`src/rtl/mem_dump_unit.sv`:
```
// mem_dump_unit: on the halt instruction, freezes the CPU and streams data memory words 0..DEPTH-1 with their index.
// Latency: out_valid rises two edges after the halt edge, then one word per cycle while out_ready stays high.
// Backpressure: out_valid/out_index/out_data hold until accepted. Optional MEM_DUMP_CHECKSUM_EN adds a running sum.
module mem_dump_unit #(
    parameter int          DEPTH     = 64,
    parameter int          IDX_W     = 6,
    parameter logic [31:0] HALT_WORD = 32'h0000_0000
) (
    input  logic             clk,
    input  logic             rst_n,
    input  logic [31:0]      instr,
    output logic             cpu_hold,
    output logic [31:0]      mem_a,
    input  logic [31:0]      mem_rd,
    output logic             out_valid,
    input  logic             out_ready,
    output logic [IDX_W-1:0] out_index,
    output logic [31:0]      out_data,
    output logic             done,
    output logic [31:0]      checksum
);

    localparam logic [1:0] ST_RUN    = 2'd0;
    localparam logic [1:0] ST_FILL   = 2'd1;
    localparam logic [1:0] ST_STREAM = 2'd2;
    localparam logic [1:0] ST_DONE   = 2'd3;

    localparam logic [IDX_W-1:0] LAST_IDX = IDX_W'(DEPTH - 1);

    logic [1:0]       state_q, state_d;
    logic [IDX_W:0]   rd_ptr_q, rd_ptr_d;
    logic             out_valid_q, out_valid_d;
    logic [IDX_W-1:0] out_index_q, out_index_d;
    logic [31:0]      out_data_q, out_data_d;
    logic             done_q, done_d;
    logic             handshake;

    assign handshake = out_valid_q & out_ready;
    assign cpu_hold  = (state_q != ST_RUN);
    assign out_valid = out_valid_q;
    assign out_index = out_index_q;
    assign out_data  = out_data_q;
    assign done      = done_q;

    // Dump read address: prefetch the word after the one being presented while streaming.
    always_comb begin
        mem_a = 32'h0;
        if (state_q == ST_STREAM) begin
            mem_a = 32'(rd_ptr_q) << 2;
        end
    end

    // Next-state logic for the dump walk and the output register.
    always_comb begin
        state_d     = state_q;
        rd_ptr_d    = rd_ptr_q;
        out_valid_d = out_valid_q;
        out_index_d = out_index_q;
        out_data_d  = out_data_q;
        done_d      = done_q;
        case (state_q)
            ST_RUN: begin
                if (instr == HALT_WORD) begin
                    state_d = ST_FILL;
                end
            end
            ST_FILL: begin
                out_data_d  = mem_rd;
                out_index_d = '0;
                out_valid_d = 1'b1;
                rd_ptr_d    = (IDX_W+1)'(1);
                state_d     = ST_STREAM;
            end
            ST_STREAM: begin
                if (handshake) begin
                    if (out_index_q == LAST_IDX) begin
                        out_valid_d = 1'b0;
                        done_d      = 1'b1;
                        state_d     = ST_DONE;
                    end else begin
                        out_data_d  = mem_rd;
                        out_index_d = rd_ptr_q[IDX_W-1:0];
                        rd_ptr_d    = rd_ptr_q + 1'b1;
                    end
                end
            end
            default: begin
                // Terminal until reset; further halt words are ignored.
                out_valid_d = 1'b0;
                done_d      = 1'b1;
            end
        endcase
    end

    // State registers with synchronous active-low reset.
    always_ff @(posedge clk) begin
        if (!rst_n) begin
            state_q     <= ST_RUN;
            rd_ptr_q    <= '0;
            out_valid_q <= 1'b0;
            out_index_q <= '0;
            out_data_q  <= 32'h0;
            done_q      <= 1'b0;
        end else begin
            state_q     <= state_d;
            rd_ptr_q    <= rd_ptr_d;
            out_valid_q <= out_valid_d;
            out_index_q <= out_index_d;
            out_data_q  <= out_data_d;
            done_q      <= done_d;
        end
    end

`ifdef MEM_DUMP_CHECKSUM_EN
    logic [31:0] checksum_q, checksum_d;

    assign checksum = checksum_q;

    // Wrap-around sum of every accepted word; frozen once the dump is done.
    always_comb begin
        checksum_d = checksum_q;
        if (handshake) begin
            checksum_d = checksum_q + out_data_q;
        end
    end

    // Checksum register.
    always_ff @(posedge clk) begin
        if (!rst_n) begin
            checksum_q <= 32'h0;
        end else begin
            checksum_q <= checksum_d;
        end
    end
`else
    assign checksum = 32'h0;
`endif

endmodule

```
`config.mk`:
```
export PLATFORM = sky130hd
export DESIGN_NAME = mem_dump_unit
export DESIGN_NICKNAME = d
export VERILOG_FILES = /design/src/rtl/mem_dump_unit.sv
export SDC_FILE = /design/constraint.sdc
export NUM_CORES = 1
export LEC_CHECK = 0
export ABC_AREA = 1
export CAP_MARGIN = 15
export CORE_ASPECT_RATIO = 0.75
export CORE_MARGIN = 1.5
export CORE_UTILIZATION = 39
export CTS_CLUSTER_SIZE = 28
export DETAILED_ROUTE_END_ITERATION = 12
export MAX_ROUTING_LAYER = met4
export PLACE_DENSITY = 0.88
export SETUP_SLACK_MARGIN = 0.1
export SYNTH_ARGS = -nofsm -noshare
export SYNTH_HDL_FRONTEND = slang
export SYNTH_SLANG_ARGS = --single-unit
```
`constraint.sdc`:
```
create_clock -name clk -period 2.9 [get_ports clk]
set_input_delay 0.725 -clock clk [delete_from_list [all_inputs] [get_ports clk]]
set_output_delay 0.725 -clock clk [all_outputs]
set_load 0.02 [all_outputs]
```
==> flow_summary.toml <==
[run_status]
status = "completed"

[logic_synthesis]
synth_cells = 361
ys_seq_elements = 49
yosysMostFrequentCell = "nand2_1"
synth-async-reset-ratio_pct = 0
yosysTopAreaCell = "dfxtp_1"
syn_area_um2 = 2660
synth_commonest_cells = "nand2_1, buf_4, dfxtp_1, a21oi_1, nand3_1"
yosysWarnings = 0
synth_edf_count = 0
ys.flop_type = "dfxtp_1"
synth_top_cell_area_share_pct = 36.9
yosysUniqueCellTypes = 24
synth-seq-area-share_pct = 36.9
syn_area_per_cell_um2 = 7.37
synth.top_cells.by_area = "dfxtp_1, buf_4, nand2_1"

[sta]
fmax_ghz = 0.373
finalMaxSlewViolations = 0
worstMarginPinSlew_ns = 0.625
setup_violations = 0
setup-tns-final_ns = 0
hold_viol_final = 0
finClkSkew_ns = 0.00578
period_share_pct = 92.4
max_slew_margin_pct = 58.3
rsz0062_at_grt = "no"
layout_min_cycle_time_ns = 2.68

[floorplan]
initial_utilization_pct = 41.3
dieArea_um2 = 7330
die_h_um = 74.5
coreArea_um2 = 6440
rows = 25
die_x_um = 98.4
io_pins = 172

[clocking]
clkSinkCount = 49
ctsHoldBuffers = 0
cts_setup_buffers = 0
cts_buffer_depth = 2
h-tree-depth = 2
clk_pin_slew_worst_paths_ns = 0.09
cts_root_buf = "clkbuf_8"
cts_tree = "built"
clk_latency_ns = 0.29
ctsResizeCount = 0
cts_made_buffers = 5

[power_and_ir_drop]
powerDensity_nw_per_um2 = 519
power.total_uw = 1920
vdd_ir_drop_max_mv = 0.330
p_leak_uw = 0.00144

[setup_path]
cp_max_fo = 9
critPathRequiredTime_ns = 2.17
worstSetupEndpointType = "output pin"
reg2reg_depth = 8
cp-endpoint = "mem_a[7]"
worstReg2RegEnd = "rd_ptr_q[6]"
critPathKind = "reg2out"
arrival_ns = 1.95
critical_path.startpoint = "state_q[0]"
r2r_slack_ns = 0.86
timing.rr.start = "state_q[0]"
start_kind = "flip-flop"

[layout]
layout.nets = 540
finalNonFillerCells = 549
synthToLayoutAreaGrowth_pct = 38.9
fill_cells = 606
num_antenna_cells = 0
regArea_um2 = 981
drive_gt1_share_pct = 4.27
multi_input_area_um2 = 1260

[grt]
grt_usage_pct = 17.4
grt_overflow = 0
grt_max_degree = 42
antenna_found_initial = 0
grt_pass1_vias = 2208
grt_pass1_wl_um = 10200

[routing]
vias = 2494
wire_per_inst_um = 11.8
routed_wl_um = 6460
dr.pass1.iters = 4
drt_iter0_markers = 93
ant_nets = 0
routed_via_density = 4.54
drcViolationCount = 0

[min_path]
hold_path_class = "reg2reg"

[placement]
gp_congestion = 0.823
dp_hpwl_um = 4870
port_buffers = 114
dp_cells = 540

[job]
cap_violations = 0
-- area by class of cell --
type	count	area share (%)
inverter	21	2.20
multi-input combinational	273	34.1
tap	81	2.74
timing repair buffer	117	32.0
clock buffer	6	1.96
sequential	49	26.6
clock inverter	2	0.407
-- sequential cells by signal (all words and copies together), names as in the netlist --
name,count
out_data,32
done,1
rd_ptr_q,7
out_index,6
state_q,2
out_valid,1
-- placed cells by master (no fill, tap or decap), types with 3 or more instances in the layout --
cell type,n
ha_1,6
nor2_1,31
nand3_1,47
a21oi_1,47
conb_1,57
clkdlybuf4s50_1,114
inv_1,20
nand2_1,70
clkbuf_8,5
o21ai_0,3
dfxtp_1,49
-- power breakdown --
group          internal [uW]  switching (uW)
logic                    294             454
registers                735            42.4
clock network            170             222
-- worst max-delay path, cell delays in order (launching register included) --
cell             delay [ns]
dfxtp_1                0.37
inv_1                  0.10
ha_1                   0.39
nand2_1                0.13
inv_1                  0.08
clkdlybuf4s50_1        0.59
-- metal layers --
layer,track usage [%],vias up,wire [um]
met1,21.3,1144,2780
met4,1.41,0,0
li1,-,1253,-
met3,4.32,0,441
met2,30.5,97,3230
met5,-,-,0
-- worst min path at each step --
stage / to / from / cells after the start
global placement: done / done / 2
global route: done / done / 2
CTS: done / done / 2
floorplan: rd_ptr_q[6] / rd_ptr_q[6] / 2
finish: done / done / 2
detailed placement: done / done / 2
-- cell families after synthesis --
group	Yosys count	share of synthesized area, %
AOI/OAI and AO/OA	52	10.0
adders and majority gates	6	2.82
buffers and inverters	95	23.7
DFF	49	36.9
other	1	0.141
and+or+nand+nor	158	26.4
-- metrics by stage --
step	setup slack, ns	hold WS (ns)	instance area, um2	util (%)
2_1_floorplan	1.24	0.456	2870	-
3_3_place_gp	0.533	0.442	3580	55.5
3_5_place_dp	0.436	0.453	3580	55.5
4_1_cts	0.216	0.467	3670	56.9
5_1_grt	0.102	0.492	3690	57.3
6_report	0.222	0.467	3690	57.3
(Power assumes the default switching activity.)
